$ cat src/rtl/demux_16b_1to2_reg_if.sv
// demux_16b_1to2_reg_if: handshake bundle for the registered 1:2 demux
// Signals: in_data/in_sel/in_valid/in_ready input side, outN_data/outN_valid/outN_ready per output.
// Modports: master = upstream source plus both destinations, slave = the demux itself.
interface demux_16b_1to2_reg_if #(parameter int WIDTH = 16);
    logic [WIDTH-1:0] in_data;
    logic             in_sel;
    logic             in_valid;
    logic             in_ready;
    logic [WIDTH-1:0] out1_data;
    logic             out1_valid;
    logic             out1_ready;
    logic [WIDTH-1:0] out2_data;
    logic             out2_valid;
    logic             out2_ready;
    modport master (
        output in_data, in_sel, in_valid, out1_ready, out2_ready,
        input  in_ready, out1_data, out1_valid, out2_data, out2_valid
    );
    modport slave (
        input  in_data, in_sel, in_valid, out1_ready, out2_ready,
        output in_ready, out1_data, out1_valid, out2_data, out2_valid
    );
endinterface

$ cat src/rtl/demux_16b_1to2_reg.sv
// demux_16b_1to2_reg: registered 1:2 demux with valid/ready handshake, flush and one holding slot per output
// Ports: clk, rst (async active-high), flush (sync clear of both slots), bus (slave modport),
//        cnt1/cnt2 per-output saturating transfer counters only when DEMUX_16B_CNT_EN is defined.
module demux_16b_1to2_reg #(
    parameter int WIDTH = 16
`ifdef DEMUX_16B_CNT_EN
    , parameter int CNT_W = 8
`endif
) (
    input  logic clk,
    input  logic rst,
    input  logic flush,
`ifdef DEMUX_16B_CNT_EN
    output logic [CNT_W-1:0] cnt1,
    output logic [CNT_W-1:0] cnt2,
`endif
    demux_16b_1to2_reg_if.slave bus
);
    typedef enum logic {EMPTY = 1'b0, FULL = 1'b1} slot_e;
    slot_e            st1_q, st1_d, st2_q, st2_d;
    logic [WIDTH-1:0] data1_q, data1_d, data2_q, data2_d;
    logic             sel2, drain1, drain2, ready, acc1, acc2;
    // Anything but a clean 1 steers to output 1, like the mux default arm.
    assign sel2   = (bus.in_sel === 1'b1);
    assign drain1 = (st1_q == FULL) && bus.out1_ready;
    assign drain2 = (st2_q == FULL) && bus.out2_ready;
    // A slot can take a word when empty or when it is being emptied this same cycle.
    assign ready  = !rst && !flush && (sel2 ? (st2_q == EMPTY || drain2) : (st1_q == EMPTY || drain1));
    assign acc1   = bus.in_valid && ready && !sel2;
    assign acc2   = bus.in_valid && ready && sel2;
    always_comb begin
        st1_d   = flush ? EMPTY : acc1 ? FULL : drain1 ? EMPTY : st1_q;
        st2_d   = flush ? EMPTY : acc2 ? FULL : drain2 ? EMPTY : st2_q;
        data1_d = acc1 ? bus.in_data : data1_q;
        data2_d = acc2 ? bus.in_data : data2_q;
    end
    always_ff @(posedge clk or posedge rst) begin
        if (rst) begin
            st1_q   <= EMPTY;
            st2_q   <= EMPTY;
            data1_q <= '0;
            data2_q <= '0;
        end else begin
            st1_q   <= st1_d;
            st2_q   <= st2_d;
            data1_q <= data1_d;
            data2_q <= data2_d;
        end
    end
    assign bus.in_ready   = ready;
    assign bus.out1_valid = (st1_q == FULL);
    assign bus.out2_valid = (st2_q == FULL);
    assign bus.out1_data  = data1_q;
    assign bus.out2_data  = data2_q;
`ifdef DEMUX_16B_CNT_EN
    logic [CNT_W-1:0] cnt1_q, cnt2_q;
    // Counters saturate at all-ones; a flush cycle is not a transfer.
    always_ff @(posedge clk or posedge rst) begin
        if (rst) begin
            cnt1_q <= '0;
            cnt2_q <= '0;
        end else begin
            cnt1_q <= (drain1 && !flush && cnt1_q != '1) ? cnt1_q + 1'b1 : cnt1_q;
            cnt2_q <= (drain2 && !flush && cnt2_q != '1) ? cnt2_q + 1'b1 : cnt2_q;
        end
    end
    assign cnt1 = cnt1_q;
    assign cnt2 = cnt2_q;
`endif
endmodule

$ cat src/flat_wrapper.sv
// flat-port wrapper written by rule: the top's interface ports become plain ports
module demux_16b_1to2_reg_flat 
#(
    parameter int WIDTH = 16

)
  (clk, rst, flush, bus_in_data, bus_in_sel, bus_in_valid, bus_out1_ready, bus_out2_ready, bus_in_ready, bus_out1_data, bus_out1_valid, bus_out2_data, bus_out2_valid);
  demux_16b_1to2_reg_if #(.WIDTH(WIDTH)) bus_i ();
  input  logic clk;
  input  logic rst;
  input  logic flush;
  input wire logic [$bits(bus_i.in_data)-1:0] bus_in_data;
  input wire logic [$bits(bus_i.in_sel)-1:0] bus_in_sel;
  input wire logic [$bits(bus_i.in_valid)-1:0] bus_in_valid;
  input wire logic [$bits(bus_i.out1_ready)-1:0] bus_out1_ready;
  input wire logic [$bits(bus_i.out2_ready)-1:0] bus_out2_ready;
  output wire logic [$bits(bus_i.in_ready)-1:0] bus_in_ready;
  output wire logic [$bits(bus_i.out1_data)-1:0] bus_out1_data;
  output wire logic [$bits(bus_i.out1_valid)-1:0] bus_out1_valid;
  output wire logic [$bits(bus_i.out2_data)-1:0] bus_out2_data;
  output wire logic [$bits(bus_i.out2_valid)-1:0] bus_out2_valid;
  assign bus_i.in_data = bus_in_data;
  assign bus_i.in_sel = bus_in_sel;
  assign bus_i.in_valid = bus_in_valid;
  assign bus_i.out1_ready = bus_out1_ready;
  assign bus_i.out2_ready = bus_out2_ready;
  assign bus_in_ready = bus_i.in_ready;
  assign bus_out1_data = bus_i.out1_data;
  assign bus_out1_valid = bus_i.out1_valid;
  assign bus_out2_data = bus_i.out2_data;
  assign bus_out2_valid = bus_i.out2_valid;
  demux_16b_1to2_reg #(.WIDTH(WIDTH)) u_core (.clk(clk), .rst(rst), .flush(flush), .bus(bus_i));
endmodule
$ cat config.mk
export PLATFORM = sky130hd
export DESIGN_NAME = demux_16b_1to2_reg_flat
export DESIGN_NICKNAME = d
export VERILOG_FILES = /design/src/rtl/demux_16b_1to2_reg_if.sv /design/src/rtl/demux_16b_1to2_reg.sv /design/src/flat_wrapper.sv
export SDC_FILE = /design/constraint.sdc
export NUM_CORES = 1
export LEC_CHECK = 0
export CAP_MARGIN = 20
export CORE_UTILIZATION = 35
export DETAILED_ROUTE_END_ITERATION = 12
export PLACE_DENSITY = 0.71
export SLEW_MARGIN = 20
export SYNTH_ARGS = -nofsm -noshare
export SYNTH_HDL_FRONTEND = slang
export SYNTH_SLANG_ARGS = --single-unit
$ cat constraint.sdc
create_clock -name clk -period 2.71 [get_ports clk]
set_input_delay 0.542 -clock clk [delete_from_list [all_inputs] [get_ports clk]]
set_output_delay 0.542 -clock clk [all_outputs]
set_load 0.03 [all_outputs]
# ---- Yosys cells after proc, flatten, opt, wreduce, memory -nomap -nowiden
# Index checks and enable logic that the tools add are counted.
dict set report totals {
  ff_bits 34
  inputBits 23
  output_inout_bits 35
  wordCells 28
}
dict set report op_classes {
  eq_ne 1
  mux 7
  bitwise_logic 2
  n_reduce_logical 14
}
# operator count
set op_table {}
lappend op_table {{1-bit logical AND} 7}
lappend op_table {{1-bit two-way mux} 7}
lappend op_table {{3-bit nonzero test} 2}
lappend op_table {{1-bit logical NOT} 3}
lappend op_table {{1-bit logical OR} 2}
lappend op_table {{1-bit NOT} 2}
lappend op_table {{1-bit === test (second input constant)} 1}

# ---- Longest topological paths before layout
# Gate-level depths: netlist of the first run.
dict set report depth {
  depth_word 8
  mapped_depth 4
  mapped_depth_nobuf 3
}

# ---- Worst setup path after synthesis of the first run
# No wires, ideal clock.
dict set report synth_path {
  path_kind {input -> output}
  start {in bus_out2_ready}
  end {out bus_in_ready}
  t_arrival_ns 1.453
  required_time_ns 2.168
  setup_slack_ns 0.715
  stages 3
  n_path_buf 0
  path_cell_list {nand2b_1 > mux2i_1 > nor3_1}
}
dict set report synth_between {
  elab_chain_len 4
}
# element line
set synth_rtl {}
lappend synth_rtl {{start, declared} flat_wrapper.sv:16} ;# input wire logic [$bits(bus_i.out2_ready)-1:0] bus_out2_ready;
lappend synth_rtl {{1-bit logical AND} demux_16b_1to2_reg.sv:26} ;# assign drain2 = (st2_q == FULL) && bus.out2_ready;
lappend synth_rtl {{1-bit logical OR} demux_16b_1to2_reg.sv:28} ;# assign ready = !rst && !flush && (sel2 ? (st2_q == EMPTY || drain2) : (st1_q == EMPTY || drain1));
lappend synth_rtl {{1-bit two-way mux} demux_16b_1to2_reg.sv:28}
lappend synth_rtl {{1-bit logical AND} demux_16b_1to2_reg.sv:28}
lappend synth_rtl {{end, declared} flat_wrapper.sv:17} ;# output wire logic [$bits(bus_i.in_ready)-1:0] bus_in_ready;
# Every way passes these cells.

# ---- Worst setup path after layout of the first run
# Ends and elaborated chain as after synthesis.

==> results of run 1 <==
-- registers in the layout (all words and copies together), names as in the netlist --
signal	flops
u_core.bus.out2_data	16
u_core.bus.out2_valid	1
u_core.bus.out1_data	16
u_core.bus.out1_valid	1
-- how the worst max path moves through the flow --
stage              startpoint  slack [ns]  cells past startpoint            to
2_1_floorplan  bus_out2_ready        0.72                      3  bus_in_ready
3_3_place_gp   bus_out1_ready        0.19                      5  bus_in_ready
3_5_place_dp   bus_out2_ready        0.05                      5  bus_in_ready
4_1_cts        bus_out2_ready        0.05                      5  bus_in_ready
5_1_grt        bus_out2_ready        0.01                      5  bus_in_ready
6_report       bus_out2_ready        0.05                      5  bus_in_ready
-- final cells by class --
class / instances / area (um^2) / share of cell area [%]
clock inverters: 3 / 40.0 / 1.86
well taps: 48 / 60.1 / 2.78
repair buffers: 61 / 601 / 27.8
flip-flops and latches: 34 / 851 / 39.4
inverters: 1 / 3.75 / 0.174
multi-input cells: 42 / 533 / 24.7
clock buffers: 5 / 68.8 / 3.19
-- cell usage after synthesis --
| cell type | n |
|---|---|
| nand4_4 | 1 |
| inv_1 | 1 |
| mux2_4 | 19 |
| dfrtp_1 | 34 |
| mux2_2 | 13 |
| mux2i_1 | 1 |
| nand2b_1 | 2 |
| buf_6 | 2 |
| nor3_1 | 1 |
| a21oi_1 | 2 |
| nand3b_1 | 1 |
| nor2_4 | 1 |
| nand4b_4 | 1 |
-- routing by layer --
layer | routed length [um] | global-route usage [%] | vias up | share of wire [%]
met3 | 190 | 6.42 | 3 | 6.5
met1 | 1220 | 17.7 | 446 | 42
met4 | 27 | 4.89 | 0 | 0.93
li1 | - | - | 410 | -
met2 | 1470 | 27.4 | 34 | 51
met5 | 0 | 0 | - | 0
-- power by group --
group          switching (W)  leakage, nW  internal (W)  total (W)
Clock               0.000179       0.0579      0.000270   0.000449
Sequential         0.0000579        0.411      0.000614   0.000672
Combinational       0.000320        0.507      0.000325   0.000644
-- stage by stage --
step	worst slack [ns]	instances	utilization [%]	cell area, um^2	total power, W
after floorplan	0.715	79	-	1410	0.00104
final	0.0526	194	57.2	2160	0.00177
after CTS	0.0468	194	57.2	2160	0.00179
after detailed placement	0.0540	186	54.3	2050	0.00133
after global placement	0.186	186	54.3	2050	0.00132
after global routing	0.0102	194	57.2	2160	0.00185
-- cell usage in the layout, fill, tap and decap left out, drive strengths merged --
master and count:
nand4 1, nand2b 2, mux2 32, dfrtp 34, inv 1, nand3b 1
mux2i 1, nor3 1, clkbuf 5, a21oi 2, bufinv 1, nor2 1
clkinv 2, nand4b 1, buf 4, clkdlybuf4s50 57
-- cells by family (layout without fill, tap and decap cells) --
logic type             Yosys count  in the layout  share of synthesized area [%]
DFF                             34             34                           60.3
muxes                           33             33                           31.3
and+or+nand+nor                  7              7                           5.77
buffers and inverters            3             70                           1.86
AOI/OAI and AO/OA                2              2                          0.710
-- worst register-to-register path: cells and delay by family (launching register included) --
family | cells | cell delay [ns]
flops | 1 | 0.39
mux | 1 | 0.43
simple gates | 2 | 0.47
buf+inv | 1 | 0.14
==> flow_metrics.env, run 1 <==
export IMPL_status="finished, final reports clean"
export IMPL_clk_pin_slew_ns=0.06
export IMPL_ctsResizeCount=0
export IMPL_drt_pass1_iterations=2
export IMPL_ios=58
export IMPL_setup_viol=0
export IMPL_via_count=893
export IMPL_die_height_um=65.5
export IMPL_fillers=292
export IMPL_grt_pass1_wl_um=4930
export IMPL_arrival_ns=2.12
export IMPL_dieArea_um2=4290
export IMPL_yosysTopAreaCellShare_pct=60.3
export IMPL_r2r_end="u_core.bus.out2_data[7]$_DFFE_PP0P_"
export IMPL_ys_seq_area_share_pct=60.3
export IMPL_ant_nets=0
export IMPL_clock_latency_ns=0.29
export IMPL_cts_max_level=2
export IMPL_coreArea_um2=3770
export IMPL_ys_types=13
export IMPL_wire_per_inst_um=15.0
export IMPL_drv_cap=0
export IMPL_area_growth_pct=53.0
export IMPL_hp_class="reg -> reg"
export IMPL_path_cells="clkdlybuf4s50_1, nand2b_1, mux2i_1, nor3_1, clkdlybuf4s50_1"
export IMPL_cpMostUsedCell="clkdlybuf4s50_1"
export IMPL_fin_crit_sh_pct=98.1
export IMPL_hold_violations=0
export IMPL_grt_util_all_layers_pct=15.9
export IMPL_cts_made_buffers=5
export IMPL_slew_headroom_pct=71.4
export IMPL_rows=22
export IMPL_yosysTopAreaCell="dfrtp_1"
export IMPL_gp_congestion=0.932
export IMPL_drive_above_1_share_pct=32.2
export IMPL_worstPathMaxFanout=2
export IMPL_rsz0062_at_grt="false"
export IMPL_dpl_hpwl_um=2040
export IMPL_maxSlewViolCount=0
export IMPL_worstHoldEndpoint="u_core.bus.out2_data[13]$_DFFE_PP0P_"
export IMPL_end_kind="output pin"
export IMPL_r2r_start="u_core.bus.out2_valid$_DFFE_PP0P_"
export IMPL_tns_ns=0
export IMPL_syn_area_per_cell_um2=17.8
export IMPL_clockBufferDepth=2
export IMPL_ff2ff_setup_slack_ns=1.17
export IMPL_route_detailed_drc=0
export IMPL_max_freq_ghz=0.376
export IMPL_grt_pass1_vias=1002
export IMPL_wl_um=2920
export IMPL_viasPerCell=4.60
export IMPL_syn_inst=79
export IMPL_min_delay_start="u_core.bus.out2_data[13]$_DFFE_PP0P_"
export IMPL_yosysWarnings=0
export IMPL_cp_top_family="buffers and inverters"
export IMPL_netlist_area_um2=1410
export IMPL_critPathBufInv=2
export IMPL_power_density_nw_per_um2=818
export IMPL_cp_slowest_cell="clkdlybuf4s50_1"
export IMPL_grt_max_degree=35
export IMPL_cts_setup_buffers=0
export IMPL_overflow=0
export IMPL_fin_crit_ns=2.66
export IMPL_ff2ff_path_depth=4
export IMPL_layout_nets=168
export IMPL_p_leak_nw=0.976
export IMPL_holdPathStages=1
export IMPL_synth_net_count=102
export IMPL_cts_root_buffer="clkbuf_8"
export IMPL_antenna_found_initial=0
export IMPL_irDropWorstVdd_mv=0.472
export IMPL_cts_sinks=34
export IMPL_die_x_um=65.5
export IMPL_whs_ns=0.504
export IMPL_cts_tree="yes"
export IMPL_worstMarginPinSlew_ns=0.428
export IMPL_clock_skew_ns=0.00368
export IMPL_hold_buffers=0
export IMPL_path_class="in -> out"
export IMPL_first_iter_violations=20
export IMPL_io_buffers=57
export IMPL_diodes=0
export IMPL_start_kind="input pin"
export IMPL_synth_area_leaders="dfrtp_1 60%, mux2_4 20%, mux2_2 10%"
export IMPL_slowest_delay_ns=0.72
export IMPL_synth_seq_cells=34
export IMPL_cp_data_required_time_ns=2.17
export IMPL_initial_core_util_pct=37.4
No activity file was read; power rests on OpenSTA's default activity.
==> run 2: changes to the inputs <==
--- a/config.mk
+++ b/config.mk
@@ -7,7 +7,9 @@
 export LEC_CHECK = 0
 export CAP_MARGIN = 20
 export CORE_UTILIZATION = 35
+export CTS_BUF_LIST = sky130_fd_sc_hd__clkbuf_8
 export DETAILED_ROUTE_END_ITERATION = 12
+export MAX_ROUTING_LAYER = met4
 export PLACE_DENSITY = 0.71
 export SLEW_MARGIN = 20
 export SYNTH_ARGS = -nofsm -noshare
==> flow_metrics.env, run 2 (synthesized netlist as in run 1, its figures left out) <==
export IMPL_cts_tree="yes"
export IMPL_clk_pin_slew_ns=0.06
export IMPL_clockBufferDepth=2
export IMPL_setup_viol=0
export IMPL_start_kind="input pin"
export IMPL_placed_area_um2=2050
export IMPL_cpMostUsedCell="clkdlybuf4s50_1"
export IMPL_path_class="in -> out"
export IMPL_rows=22
export IMPL_cts_setup_buffers=0
export IMPL_initial_core_util_pct=37.4
export IMPL_ff2ff_setup_slack_ns=1.17
export IMPL_clkPwrFrac_pct=25.5
export IMPL_arrival_ns=2.11
export IMPL_hold_violations=0
export IMPL_ff2ff_path_depth=4
export IMPL_grt_pass1_vias=1005
export IMPL_rsz0062_at_grt="false"
export IMPL_layout_common_cells="57 x clkdlybuf4s50_1, 34 x dfrtp_1, 19 x mux2_4"
export IMPL_cp_top_family="buffers and inverters"
export IMPL_p_leak_nw=0.976
export IMPL_slew_headroom_pct=71.7
export IMPL_crit_cells=5
export IMPL_die_height_um=65.5
export IMPL_area_growth_pct=53.0
export IMPL_io_buffers=57
export IMPL_maxSlewViolCount=0
export IMPL_seqPwrFrac_pct=38.0
export IMPL_setup_ws_ns=0.0588
export IMPL_place_ws_ns=0.0540
export IMPL_power_density_nw_per_um2=819
export IMPL_wl_um=2920
export IMPL_die_x_um=65.5
export IMPL_drv_cap=0
export IMPL_clock_skew_ns=0.00629
export IMPL_p_int_w=0.00121
export IMPL_dpl_hpwl_um=2040
export IMPL_grt_util_all_layers_pct=16.3
export IMPL_ant_nets=0
export IMPL_power_share_combinational_pct=36.5
export IMPL_ios=58
export IMPL_gp_congestion=0.949
export IMPL_irDropWorstVdd_mv=0.472
export IMPL_critPathBufInv=2
export IMPL_max_freq_ghz=0.377
export IMPL_cp_data_required_time_ns=2.17
export IMPL_setup_worst_path_end="bus_in_ready"
export IMPL_grt_pass1_wl_um=4930
export IMPL_viasPerCell=4.60
export IMPL_r2r_end="u_core.bus.out2_data[7]$_DFFE_PP0P_"
export IMPL_grt_max_degree=35
export IMPL_fin_crit_sh_pct=97.8
export IMPL_switching_share_pct=31.6
export IMPL_end_kind="output pin"
export IMPL_slowest_delay_ns=0.72
export IMPL_via_count=893
export IMPL_worstMarginPinSlew_ns=0.423
export IMPL_tns_ns=0
export IMPL_route_detailed_drc=0
export IMPL_wire_per_inst_um=15.1
export IMPL_first_iter_violations=38
export IMPL_fin_crit_ns=2.65
export IMPL_ctsResizeCount=0
export IMPL_path_cells="clkdlybuf4s50_1, nand2b_1, mux2i_1, nor3_1, clkdlybuf4s50_1"
export IMPL_layout_nets=168
export IMPL_diodes=0
export IMPL_cts_sinks=34
export IMPL_drive_above_1_share_pct=32.2
export IMPL_status="finished, final reports clean"
export IMPL_power_switching_w=0.000557
export IMPL_worstPathMaxFanout=2
export IMPL_cts_root_buffer="clkbuf_8"
export IMPL_coreArea_um2=3770
export IMPL_crit_start="bus_out2_ready"
export IMPL_cts_max_level=2
export IMPL_final_common_cell="clkdlybuf4s50_1"
export IMPL_antenna_found_initial=0
export IMPL_cp_slowest_cell="clkdlybuf4s50_1"
export IMPL_cts_made_buffers=5
export IMPL_dieArea_um2=4290
export IMPL_overflow=0
export IMPL_drt_pass1_iterations=2
export IMPL_r2r_start="u_core.bus.out2_valid$_DFFE_PP0P_"
export IMPL_hp_class="reg -> reg"
export IMPL_clock_latency_ns=0.29
export IMPL_stdcell_area_um2=2160
export IMPL_hold_buffers=0
## run 2: worst min path at each step
stage | from | endpoint | cells after the start
CTS | u_core.bus.out2_data[13]$_DFFE_PP0P_ | u_core.bus.out2_data[13]$_DFFE_PP0P_ | 1
floorplan | flush | u_core.bus.out1_valid$_DFFE_PP0P_ | 1
global placement | u_core.bus.out1_data[11]$_DFFE_PP0P_ | u_core.bus.out1_data[11]$_DFFE_PP0P_ | 1
detailed placement | u_core.bus.out2_data[13]$_DFFE_PP0P_ | u_core.bus.out2_data[13]$_DFFE_PP0P_ | 1
global route | u_core.bus.out1_data[11]$_DFFE_PP0P_ | u_core.bus.out1_data[11]$_DFFE_PP0P_ | 1
finish | u_core.bus.out2_data[13]$_DFFE_PP0P_ | u_core.bus.out2_data[13]$_DFFE_PP0P_ | 1
## run 2: cell type report
type	instances	area (um^2)
clock buffers	5	68.8
clock inverters	3	40.0
fillers	292	1610
inverters	1	3.75
multi-input cells	42	533
flip-flops and latches	34	851
well taps	48	60.1
repair buffers	61	601
## run 2: metal layers
metal	up-vias	GRT usage, %	part of all wire (%)
met1	445	17.9	42
met5	-	-	0
met2	34	27.6	51
li1	411	-	-
met3	3	6.08	6.2
met4	0	4.89	0.92
## run 2: power groups by stage
stage,combinational [W],sequential (W),clock [W]
6_report,0.000645,0.000672,0.000450
5_1_grt,0.000675,0.000686,0.000489
4_1_cts,0.000652,0.000672,0.000466
3_5_place_dp,0.000649,0.000678,0
3_3_place_gp,0.000643,0.000674,0
2_1_floorplan,0.000151,0.000890,0
## run 2: per-stage QoR
| stage | cells | util (%) | power [W] | hold slack, ns |
|---|---|---|---|---|
| after global routing | 194 | 57.2 | 0.00185 | 0.519 |
| after floorplan | 79 | - | 0.00104 | 0.605 |
| after detailed placement | 186 | 54.3 | 0.00133 | 0.491 |
| after global placement | 186 | 54.3 | 0.00132 | 0.487 |
| final | 194 | 57.2 | 0.00177 | 0.504 |
| after CTS | 194 | 57.2 | 0.00179 | 0.506 |
## run 2: worst reg2reg max path: stages, from the launching register on
cell and delay (ns):
dfrtp_1 0.39, nand2b_1 0.12, buf_4 0.14, nand4_4 0.35
mux2_4 0.43
==> run 3: changes to the inputs <==
--- a/config.mk
+++ b/config.mk
@@ -11,7 +11,7 @@
 export DETAILED_ROUTE_END_ITERATION = 12
 export MAX_ROUTING_LAYER = met4
 export PLACE_DENSITY = 0.71
-export SLEW_MARGIN = 20
+export SLEW_MARGIN = 0
 export SYNTH_ARGS = -nofsm -noshare
 export SYNTH_HDL_FRONTEND = slang
 export SYNTH_SLANG_ARGS = --single-unit
==> results of run 3 <==
Final layout, timing and power as in run 2 (identical DEF).
==> RTL edit (config.mk and constraints of run 3) <==
`WIDTH` is set to 16 in 3 places; all go to 32.
--- a/src/rtl/demux_16b_1to2_reg_if.sv
+++ b/src/rtl/demux_16b_1to2_reg_if.sv
@@ -1,7 +1,7 @@
 // demux_16b_1to2_reg_if: handshake bundle for the registered 1:2 demux
 // Signals: in_data/in_sel/in_valid/in_ready input side, outN_data/outN_valid/outN_ready per output.
 // Modports: master = upstream source plus both destinations, slave = the demux itself.
-interface demux_16b_1to2_reg_if #(parameter int WIDTH = 16);
+interface demux_16b_1to2_reg_if #(parameter int WIDTH = 32);
     logic [WIDTH-1:0] in_data;
     logic             in_sel;
     logic             in_valid;
--- a/src/rtl/demux_16b_1to2_reg.sv
+++ b/src/rtl/demux_16b_1to2_reg.sv
@@ -2,7 +2,7 @@
 // Ports: clk, rst (async active-high), flush (sync clear of both slots), bus (slave modport),
 //        cnt1/cnt2 per-output saturating transfer counters only when DEMUX_16B_CNT_EN is defined.
 module demux_16b_1to2_reg #(
-    parameter int WIDTH = 16
+    parameter int WIDTH = 32
 `ifdef DEMUX_16B_CNT_EN
     , parameter int CNT_W = 8
 `endif
--- a/src/flat_wrapper.sv
+++ b/src/flat_wrapper.sv
@@ -1,7 +1,7 @@
 // flat-port wrapper written by rule: the top's interface ports become plain ports
 module demux_16b_1to2_reg_flat 
 #(
-    parameter int WIDTH = 16
+    parameter int WIDTH = 32
 
 )
   (clk, rst, flush, bus_in_data, bus_in_sel, bus_in_valid, bus_out1_ready, bus_out2_ready, bus_in_ready, bus_out1_data, bus_out1_valid, bus_out2_data, bus_out2_valid);
Ports: changed (resized bus_in_data, bus_out1_data and bus_out2_data); port bits go from 58 to 106. The function was not compared with the original's and may differ.
==> RTL edit against run 3 <==
- critical path depth unchanged
- routed wire length increased by 94%
- cell area increased by 96%
- register-to-register slack got worse by 0.12 ns
- worst setup slack improved by 0.072 ns
- synthesized cell count increased by 86%
- total power increased by 110%
- area after synthesis increased by 96%
- sequential cell count increased by 32
- combinational power increased by 100%
- first-iteration DRC count decreased by 42%
- critical path type unchanged
- critical endpoint unchanged
==> RTL edit: results (changes against run 3) <==
status=finished, final reports clean; initial antenna violation count=0 (unchanged); register area share after synthesis=59.70% (-0.64 points); Hold WC Path Type=reg -> reg; switching share of total power=31.45% (-0.11 points); CTS max path bufs=2 (unchanged); Global Route Usage Sum=15.36% (-0.97 points); critical path arrival=2.04 ns (-0.07 ns); CTS root buf=clkbuf_8; cts repair resizes=0 (unchanged); nets@finish=303 (+80%); Iteration-0 DRC Markers=22 (-42%); CTS buffer count=9 (+4); hpwl dp=3785 um (+86%); maximum vdd drop=0.0003961 V (-16%); Ant. Diodes=0 (unchanged); Worst path top cell family by delay=buffers and inverters; Syn Nets=186 (+82%); fraction of layout cells with a size suffix above 1=33.46% (+1.3 points); Reg clk slew, reported paths=roughly 0.070 ns; first-pass GRT wire length=9425 um (+91%); largest cells by area after synthesis=dfrtp_1, mux2_4, buf_6, mux2_2, nand4b_4; Synth Flop Type=dfrtp_1; Setup WS pre-CTS=0.1501 ns (+0.09614 ns); Post-Route Skew=0.008491 ns (+0.002203 ns); Max Fanout on Critical Path=2 (unchanged); Post-synth top cells=dfrtp_1, mux2_4, buf_6; H-tree levels=3 (+1); Total Wirelength=5655 um (+94%); Filler Cells Inserted=637 (+120%); R2R depth=5 (+1); Netlist cell types=13 (unchanged); Leak=0.001990 uW (+100%); critical path's largest stage delay=0.70 ns (-0.02 ns); Post-DP Area=3980 um2 (+94%); gp weighted congestion=0.7027 (-26%); Worst Tran Pin Value=0.3969 ns (-0.02611 ns); Yosys Warn Count=0 (unchanged); drt first pass iters=4 (+2); Mapped Avg Cell Area=18.82 um2 (+5.4%); routed length per instance=15.24 um (+1.3%); clock latency at the later pin of the worst-skew pair=0.34 ns (+0.05 ns); postcts setup bufs=0 (unchanged); largest net degree at the start of global routing=67 (+91%); Design Area, Final=4223 um2 (+96%); Vias=1677 (+88%); Inst Count DP=355 (+91%); vias in the first global route=1816 (+81%); PortBufs=105 (+84%)
## RTL edit: cell count changes after synthesis, sizes merged
cell,before,now
mux2,32,64
dfrtp,34,66
buf,2,6
## RTL edit: worst paths after layout
| path | slack, ns | to | start |
|---|---|---|---|
| max in group asynchronous | 1.67 | u_core.bus.out2_data[16] | rst |
| worst min register to register | 0.51 | u_core.bus.out2_data[27] | u_core.bus.out2_data[27] |
| min in group asynchronous | 0.76 | u_core.bus.out2_data[6] | rst |
| worst max-delay path | 0.13 | bus_in_ready | bus_out1_ready |
| worst min-delay path | 0.51 | u_core.bus.out2_data[27] | u_core.bus.out2_data[27] |
| worst max register to register | 1.05 | u_core.bus.out2_data[4] | u_core.bus.out2_valid |
## RTL edit: cell families after synthesis
logic type | after synthesis | share of synthesized area, %
multiplexers | 65 | 34.42
buffers and inverters | 7 | 2.578
AND/OR/NAND/NOR | 7 | 2.940
AO/OA/AOI/OAI | 2 | 0.3618
flip-flops | 66 | 59.70
## RTL edit: routing by layer
layer | share of wire (%) | vias up | track usage (%)
met1 | 49 | 849 | 20.50
met3 | 5.0 | 9 | 3.199
met2 | 44 | 66 | 22.79
met4 | 1.7 | 0 | 6.349
met5 | 0 | - | -
li1 | - | 753 | -
## RTL edit: power by group through the flow
stage | clock network [uW] | registers, uW | logic, uW
global route | 1070 | 1350 | 1360
floorplan | 0 | 1750 | 335
CTS | 1030 | 1320 | 1320
detailed placement | 0 | 1330 | 1320
global placement | 0 | 1330 | 1300
finish | 999 | 1320 | 1310
## RTL edit: cell type report
cell class	count	area share [%]
sequential	66	39.11
timing repair buffer	112	27.32
tap	102	3.022
clock inverter	7	2.815
inverter	1	0.08889
clock buffer	9	2.933
multi-input combinational	74	24.71
